<file path="src/rtl/sim_uart_pkg.sv">
// Shared constants and FSM state type for the simulation UART bridge.
// SIM_UART_RX_EN enables the RXDATA harness poll path.
package sim_uart_pkg;

  localparam logic [1:0] UART_TXDATA = 2'd0;
  localparam logic [1:0] UART_STATUS = 2'd1;
  localparam logic [1:0] UART_RXDATA = 2'd2;

  localparam int unsigned STAT_FULL  = 0;
  localparam int unsigned STAT_EMPTY = 1;
  localparam int unsigned STAT_OVF   = 2;

  localparam logic [7:0] UART_RX_NONE = 8'hFF;

`ifdef SIM_UART_RX_EN
  typedef enum logic [1:0] {ST_IDLE, ST_RX_POLL, ST_RESP} uart_state_e;
`else
  typedef enum logic [0:0] {ST_IDLE, ST_RESP} uart_state_e;
`endif

endpackage

</file>
<file path="src/rtl/sim_uart_bridge_if.sv">
// MMIO request/response handshake between the core device port and the bridge.
interface sim_uart_bridge_if;
  logic       req_valid;
  logic       req_ready;
  logic       req_wen;
  logic [1:0] req_addr;
  logic [7:0] req_wdata;
  logic       resp_valid;
  logic [7:0] resp_rdata;

  modport master (
    output req_valid, req_wen, req_addr, req_wdata,
    input  req_ready, resp_valid, resp_rdata
  );

  modport slave (
    input  req_valid, req_wen, req_addr, req_wdata,
    output req_ready, resp_valid, resp_rdata
  );
endinterface

</file>
<file path="src/rtl/sim_uart_fifo.sv">
// Power-of-two TX FIFO with extra-MSB pointers; head is read combinationally.
module sim_uart_fifo #(
  parameter int unsigned DEPTH = 8,
  parameter int unsigned WIDTH = 8
) (
  input  logic             clock,
  input  logic             reset,
  input  logic             push,
  input  logic [WIDTH-1:0] push_data,
  input  logic             pop,
  output logic [WIDTH-1:0] head,
  output logic             full,
  output logic             empty
);
  localparam int unsigned AW = $clog2(DEPTH);

  logic [WIDTH-1:0] mem_q [DEPTH];
  logic [AW:0]      wr_ptr_q, wr_ptr_d;
  logic [AW:0]      rd_ptr_q, rd_ptr_d;

  assign empty = (wr_ptr_q == rd_ptr_q);
  assign full  = (wr_ptr_q[AW] != rd_ptr_q[AW]) && (wr_ptr_q[AW-1:0] == rd_ptr_q[AW-1:0]);
  assign head  = mem_q[rd_ptr_q[AW-1:0]];

  always_comb begin
    wr_ptr_d = wr_ptr_q;
    rd_ptr_d = rd_ptr_q;
    if (push) wr_ptr_d = wr_ptr_q + 1'b1;
    if (pop)  rd_ptr_d = rd_ptr_q + 1'b1;
  end

  always_ff @(posedge clock) begin
    if (reset) begin
      wr_ptr_q <= '0;
      rd_ptr_q <= '0;
    end else begin
      wr_ptr_q <= wr_ptr_d;
      rd_ptr_q <= rd_ptr_d;
    end
  end

  // Storage carries no reset; pointers alone define validity.
  always_ff @(posedge clock) begin
    if (push) mem_q[wr_ptr_q[AW-1:0]] <= push_data;
  end
endmodule

</file>
<file path="src/rtl/sim_uart_bridge.sv">
// Simulation UART bridge: MMIO TXDATA/STATUS/RXDATA to the harness io_uart pins.
// Define SIM_UART_RX_EN to poll the harness on RXDATA reads.
module sim_uart_bridge
  import sim_uart_pkg::*;
#(
  parameter int unsigned FIFO_DEPTH = 8,
  parameter int unsigned TX_GAP     = 4
) (
  input  logic               clock,
  input  logic               reset,
  sim_uart_bridge_if.slave   bus,
  output logic               io_uart_out_valid,
  output logic [7:0]         io_uart_out_ch,
  output logic               io_uart_in_valid,
  input  logic [7:0]         io_uart_in_ch
);
  localparam int unsigned GAP_W = (TX_GAP > 1) ? $clog2(TX_GAP) : 1;
  localparam logic [GAP_W-1:0] GAP_RELOAD = GAP_W'(TX_GAP - 1);

  uart_state_e      state_q, state_d;
  logic             resp_valid_q, resp_valid_d;
  logic [7:0]       resp_rdata_q, resp_rdata_d;
  logic             in_valid_q, in_valid_d;
  logic             out_valid_q, out_valid_d;
  logic [7:0]       out_ch_q, out_ch_d;
  logic             overflow_q, overflow_d;
  logic [GAP_W-1:0] gap_q, gap_d;

  logic       accept, tx_write, status_read;
  logic       fifo_push, fifo_pop, fifo_full, fifo_empty;
  logic [7:0] fifo_head, read_data;

  assign accept      = bus.req_valid && (state_q == ST_IDLE);
  assign tx_write    = accept && bus.req_wen && (bus.req_addr == UART_TXDATA);
  assign status_read = accept && !bus.req_wen && (bus.req_addr == UART_STATUS);
  assign fifo_pop    = !fifo_empty && (gap_q == '0);
  // A full FIFO still takes the byte when the head leaves in the same cycle.
  assign fifo_push   = tx_write && (!fifo_full || fifo_pop);

  sim_uart_fifo #(.DEPTH(FIFO_DEPTH), .WIDTH(8)) u_fifo (
    .clock     (clock),
    .reset     (reset),
    .push      (fifo_push),
    .push_data (bus.req_wdata),
    .pop       (fifo_pop),
    .head      (fifo_head),
    .full      (fifo_full),
    .empty     (fifo_empty)
  );

  always_comb begin
    read_data = '0;
    if (!bus.req_wen) begin
      case (bus.req_addr)
        UART_STATUS: begin
          read_data[STAT_FULL]  = fifo_full;
          read_data[STAT_EMPTY] = fifo_empty;
          read_data[STAT_OVF]   = overflow_q;
        end
        UART_RXDATA: read_data = UART_RX_NONE;
        default:     read_data = '0;
      endcase
    end
  end

  always_comb begin
    state_d      = state_q;
    resp_valid_d = 1'b0;
    resp_rdata_d = resp_rdata_q;
    in_valid_d   = 1'b0;
    overflow_d   = overflow_q;
    out_valid_d  = fifo_pop;
    out_ch_d     = fifo_pop ? fifo_head : out_ch_q;
    if (fifo_pop)          gap_d = GAP_RELOAD;
    else if (gap_q != '0)  gap_d = gap_q - 1'b1;
    else                   gap_d = '0;

    if (tx_write && fifo_full && !fifo_pop) overflow_d = 1'b1;
    if (status_read)                        overflow_d = 1'b0;

    case (state_q)
      ST_IDLE: begin
        if (accept) begin
`ifdef SIM_UART_RX_EN
          if (!bus.req_wen && (bus.req_addr == UART_RXDATA)) begin
            state_d    = ST_RX_POLL;
            in_valid_d = 1'b1;
          end else begin
            state_d      = ST_RESP;
            resp_valid_d = 1'b1;
            resp_rdata_d = read_data;
          end
`else
          state_d      = ST_RESP;
          resp_valid_d = 1'b1;
          resp_rdata_d = read_data;
`endif
        end
      end
`ifdef SIM_UART_RX_EN
      ST_RX_POLL: begin
        state_d      = ST_RESP;
        resp_valid_d = 1'b1;
        resp_rdata_d = io_uart_in_ch;
      end
`endif
      default: state_d = ST_IDLE;
    endcase
  end

  always_ff @(posedge clock) begin
    if (reset) begin
      state_q      <= ST_IDLE;
      resp_valid_q <= 1'b0;
      resp_rdata_q <= '0;
      in_valid_q   <= 1'b0;
      out_valid_q  <= 1'b0;
      out_ch_q     <= '0;
      overflow_q   <= 1'b0;
      gap_q        <= '0;
    end else begin
      state_q      <= state_d;
      resp_valid_q <= resp_valid_d;
      resp_rdata_q <= resp_rdata_d;
      in_valid_q   <= in_valid_d;
      out_valid_q  <= out_valid_d;
      out_ch_q     <= out_ch_d;
      overflow_q   <= overflow_d;
      gap_q        <= gap_d;
    end
  end

`ifndef SIM_UART_RX_EN
  logic unused_in_ch;
  assign unused_in_ch = ^io_uart_in_ch;
`endif

  assign bus.req_ready     = (state_q == ST_IDLE);
  assign bus.resp_valid    = resp_valid_q;
  assign bus.resp_rdata    = resp_rdata_q;
  assign io_uart_out_valid = out_valid_q;
  assign io_uart_out_ch    = out_ch_q;
  assign io_uart_in_valid  = in_valid_q;
endmodule
</file>
<file path="src/flat_wrapper.sv">
// flat-port wrapper written by rule: the top's interface ports become plain ports
module sim_uart_bridge_flat import sim_uart_pkg::*;
#(
  parameter int unsigned FIFO_DEPTH = 8,
  parameter int unsigned TX_GAP     = 4
)
  (clock, reset, io_uart_out_valid, io_uart_out_ch, io_uart_in_valid, io_uart_in_ch, bus_req_valid, bus_req_wen, bus_req_addr, bus_req_wdata, bus_req_ready, bus_resp_valid, bus_resp_rdata);
  sim_uart_bridge_if bus_i ();
  input  logic clock;
  input  logic reset;
  output logic io_uart_out_valid;
  output logic [7:0] io_uart_out_ch;
  output logic io_uart_in_valid;
  input  logic [7:0] io_uart_in_ch;
  input wire logic [$bits(bus_i.req_valid)-1:0] bus_req_valid;
  input wire logic [$bits(bus_i.req_wen)-1:0] bus_req_wen;
  input wire logic [$bits(bus_i.req_addr)-1:0] bus_req_addr;
  input wire logic [$bits(bus_i.req_wdata)-1:0] bus_req_wdata;
  output wire logic [$bits(bus_i.req_ready)-1:0] bus_req_ready;
  output wire logic [$bits(bus_i.resp_valid)-1:0] bus_resp_valid;
  output wire logic [$bits(bus_i.resp_rdata)-1:0] bus_resp_rdata;
  assign bus_i.req_valid = bus_req_valid;
  assign bus_i.req_wen = bus_req_wen;
  assign bus_i.req_addr = bus_req_addr;
  assign bus_i.req_wdata = bus_req_wdata;
  assign bus_req_ready = bus_i.req_ready;
  assign bus_resp_valid = bus_i.resp_valid;
  assign bus_resp_rdata = bus_i.resp_rdata;
  sim_uart_bridge #(.FIFO_DEPTH(FIFO_DEPTH), .TX_GAP(TX_GAP)) u_core (.clock(clock), .reset(reset), .bus(bus_i), .io_uart_out_valid(io_uart_out_valid), .io_uart_out_ch(io_uart_out_ch), .io_uart_in_valid(io_uart_in_valid), .io_uart_in_ch(io_uart_in_ch));
endmodule
</file>
<file path="config.mk">
export PLATFORM = sky130hd
export DESIGN_NAME = sim_uart_bridge_flat
export DESIGN_NICKNAME = d
export VERILOG_FILES = /design/src/rtl/sim_uart_pkg.sv /design/src/rtl/sim_uart_bridge_if.sv /design/src/rtl/sim_uart_fifo.sv /design/src/rtl/sim_uart_bridge.sv /design/src/flat_wrapper.sv
export SDC_FILE = /design/constraint.sdc
export NUM_CORES = 1
export LEC_CHECK = 0
export ABC_AREA = 1
export CAP_MARGIN = 15
export CELL_PAD_IN_SITES_DETAIL_PLACEMENT = 1
export CELL_PAD_IN_SITES_GLOBAL_PLACEMENT = 1
export CORE_MARGIN = 5
export CORE_UTILIZATION = 49
export CTS_BUF_LIST = sky130_fd_sc_hd__clkbuf_4
export CTS_CLUSTER_SIZE = 24
export DETAILED_ROUTE_END_ITERATION = 16
export GPL_TIMING_DRIVEN = 0
export PLACE_DENSITY_LB_ADDON = 0.1
export SYNTH_ARGS = -nofsm -noshare
export SYNTH_HDL_FRONTEND = slang
export SYNTH_SLANG_ARGS = --single-unit
</file>
<file path="constraint.sdc">
create_clock -name clock -period 5.8 [get_ports clock]
set_clock_uncertainty 0.2 [all_clocks]
set_input_delay 0.87 -clock clock [delete_from_list [all_inputs] [get_ports clock]]
set_output_delay 0.87 -clock clock [all_outputs]
set_load 0.01 [all_outputs]
</file>
==> metrics.csv <==
metric,value,unit
status,completed,
clk buf depth,2,
"Slew Viols, Final",0,
drt first pass iters,4,
relative slew slack,0.404,
crit path to,u_core.u_fifo.mem_q[0][2],
static leakage,1.58,nW
top area cells in the synthesized netlist,"edfxtp_1 51%, dfxtp_1 13%, nor2_1 6.3%",
crit start category,primary input,
Final Hold Viols,0,
FILL cells,847,
wire per inst,17.0,microns
Hold WC Path Type,reg2reg,
crit path from,bus_req_addr[0],
H-tree Lvls,3,
internal power,1.06,mW
Vias,2657,
# IOs,42,
Die H,98.0,microns
FF+latch area,2420,sq um
# clock sinks,89,
peak supply drop,0.170,mV
R2R cell count,9,
Layout Utilization,0.572,
Post-synth EDFFs,64,
first-pass GRT wire length,13400,microns
synthesized area per cell,10.5,sq um
CP Class,in2reg,
largest net degree at the start of global routing,19,
fraction of layout instances using a drive strength above 1,0.152,
NetSw,0.635,mW
Yosys top cell by area,edfxtp_1,
Synth Flop Type,edfxtp_1,
Tmin final,3160,ps
RR Startpoint,u_core.u_fifo.rd_ptr_q[1],
Residual DRC,0,
Resize count post-CTS,0,
switching fraction of total power,0.375,
post-synthesis instance total,360,
hold_buf cts,0,
Synth cell types,33,
nets,430,
final setup fails,0,
R2R Setup Slk,3200,ps
initial antenna violation count,0,
setup TNS,0,ps
# port buffers,32,
ys async rst share,0,
measured slew at the worst slew-check pin,891,ps
Core Area,7650,sq um
"Area growth, synth to finish",15.3,%
reg-to-reg endpoint,u_core.u_fifo.mem_q[0][2],
multi-input logic area,1160,sq um
ANT cells,0,
CTS tree,yes,
drt via density,5.21,
Clock power frac,0.198,
post-synth top area share,0.507,
synthesized area,3790,sq um
floorplan row count,32,
RSZ-0062 raised after global routing,false,
hold_ws,266,ps
final WL,8670,microns
routability cong.,0.802,
DRT iter0 DRCs,100,
Yosys Warn Count,0,
clock latency on the worst-skew pair,450,ps
Fmax achieved,317,MHz
Crit Path Max Fanout,8,
fin crit share,0.545,
GRT overflow,0,
"Arr. time, crit path",3030,ps
Die Width,98.0,microns
clock transition at the registers of the reported paths,150,ps
power density cells,388,nW/um^2
Gate power share,0.359,
post-synthesis register bit count,89,
sequential share of power,0.443,
most frequent cells in the layout,"64 x nor2_1, 64 x edfxtp_1, 56 x nand2_1",
die area,9600,sq um
Synth Net Count,387,
Root Driver,clkbuf_4,
worst path required time,5670,ps
TritonCTS Buffers,9,
dpl hpwl,6280,microns
Final ANT Viol Nets,0,
vias in the first global route,2592,
Max-cap violations,0,
GRT Total Usage,0.181,
CP endpoint kind,flop,
"Seq/Total Area, Yosys",0.639,
Starting Density,0.496,
"Setup Fix Bufs, Post-CTS",0,
[worst max-delay path, stage by stage]
cell and delay [ps]:
clkdlybuf4s50_1 430, inv_1 100, ha_1 150, nand2_1 50, nor2_1 420, nand2_2 150
inv_2 100, nand2_1 110, nor2_1 650
[worst min-delay path by stage]
stage                                 start                 to  slack, ps  cells past startpoint
final                     u_core.overflow_q  u_core.overflow_q        270                      2
after global routing      u_core.overflow_q  u_core.overflow_q        300                      2
after CTS                 u_core.overflow_q  u_core.overflow_q        270                      2
after detailed placement  u_core.overflow_q  u_core.overflow_q        250                      2
after global placement    u_core.overflow_q  u_core.overflow_q        240                      2
after floorplan           u_core.overflow_q  u_core.overflow_q        230                      2
[per-stage QoR]
step / power (mW) / area, sq um / std cells / setup WS (ps)
final: 1.70 / 4380 / 510 / 2640
after detailed placement: 1.38 / 4240 / 494 / 2150
after global routing: 1.79 / 4380 / 510 / 2500
after floorplan: 1.16 / 3790 / 360 / 3170
after CTS: 1.70 / 4380 / 510 / 2630
after global placement: 1.36 / 4240 / 494 / 2190
[synth_stat cells, drive strengths merged, types with 2 or more instances]
cell,instances
xor2,2
inv,19
a21oi,10
buf,16
ha,5
clkbuf,6
nand3,7
edfxtp,64
nand4,3
nand2,62
xnor2,2
o21ai,45
nor2,74
o22ai,16
dfxtp,25
[final cells by class]
| type | count | share of cell area |
|---|---|---|
| Tap cell | 102 | 0.0292 |
| Multi-Input combinational cell | 230 | 0.265 |
| Buffer | 22 | 0.0320 |
| Sequential cell | 89 | 0.554 |
| Timing Repair Buffer | 32 | 0.0732 |
| Inverter | 19 | 0.0163 |
| Clock inverter | 7 | 0.0152 |
| Clock buffer | 9 | 0.0154 |
[registers in the layout, summed over array words and instances, names as in the netlist]
register / flops
u_core.bus.resp_rdata: 4
u_core.io_uart_out_ch: 8
u_core.gap_q: 2
u_core.u_fifo.wr_ptr_q: 4
u_core.state_q: 1
u_core.overflow_q: 1
u_core.u_fifo.rd_ptr_q: 4
u_core.u_fifo.mem_q: 64
u_core.io_uart_out_valid: 1
[power by group through the flow]
stage          clock network (mW)  registers, mW  logic [mW]
5_1_grt                     0.368          0.756       0.664
4_1_cts                     0.339          0.753       0.613
3_3_place_gp                    0          0.764       0.592
3_5_place_dp                    0          0.766       0.609
2_1_floorplan                   0          0.779       0.381
6_report                    0.336          0.752       0.608
[layer usage]
layer  vias up  wire (microns)  share of wire  track usage
met5         -               0              0            0
met4         0              72         0.0083       0.0586
met3         8             538          0.062       0.0271
met2        57            4190           0.48        0.299
met1      1285            3880           0.45        0.247
li1       1307               -              -            -
[cell families after synthesis]
| logic type | Yosys count | share of synthesized area |
|---|---|---|
| DFF | 89 | 0.639 |
| other | 1 | 0.000988 |
| adders and majority gates | 5 | 0.0165 |
| buffers and inverters | 41 | 0.0557 |
| xor gates and xnor gates | 4 | 0.0112 |
| and+or+nand+nor | 149 | 0.173 |
| AOI/OAI and AO/OA | 71 | 0.104 |
No activity file was read; power rests on OpenSTA's default activity.
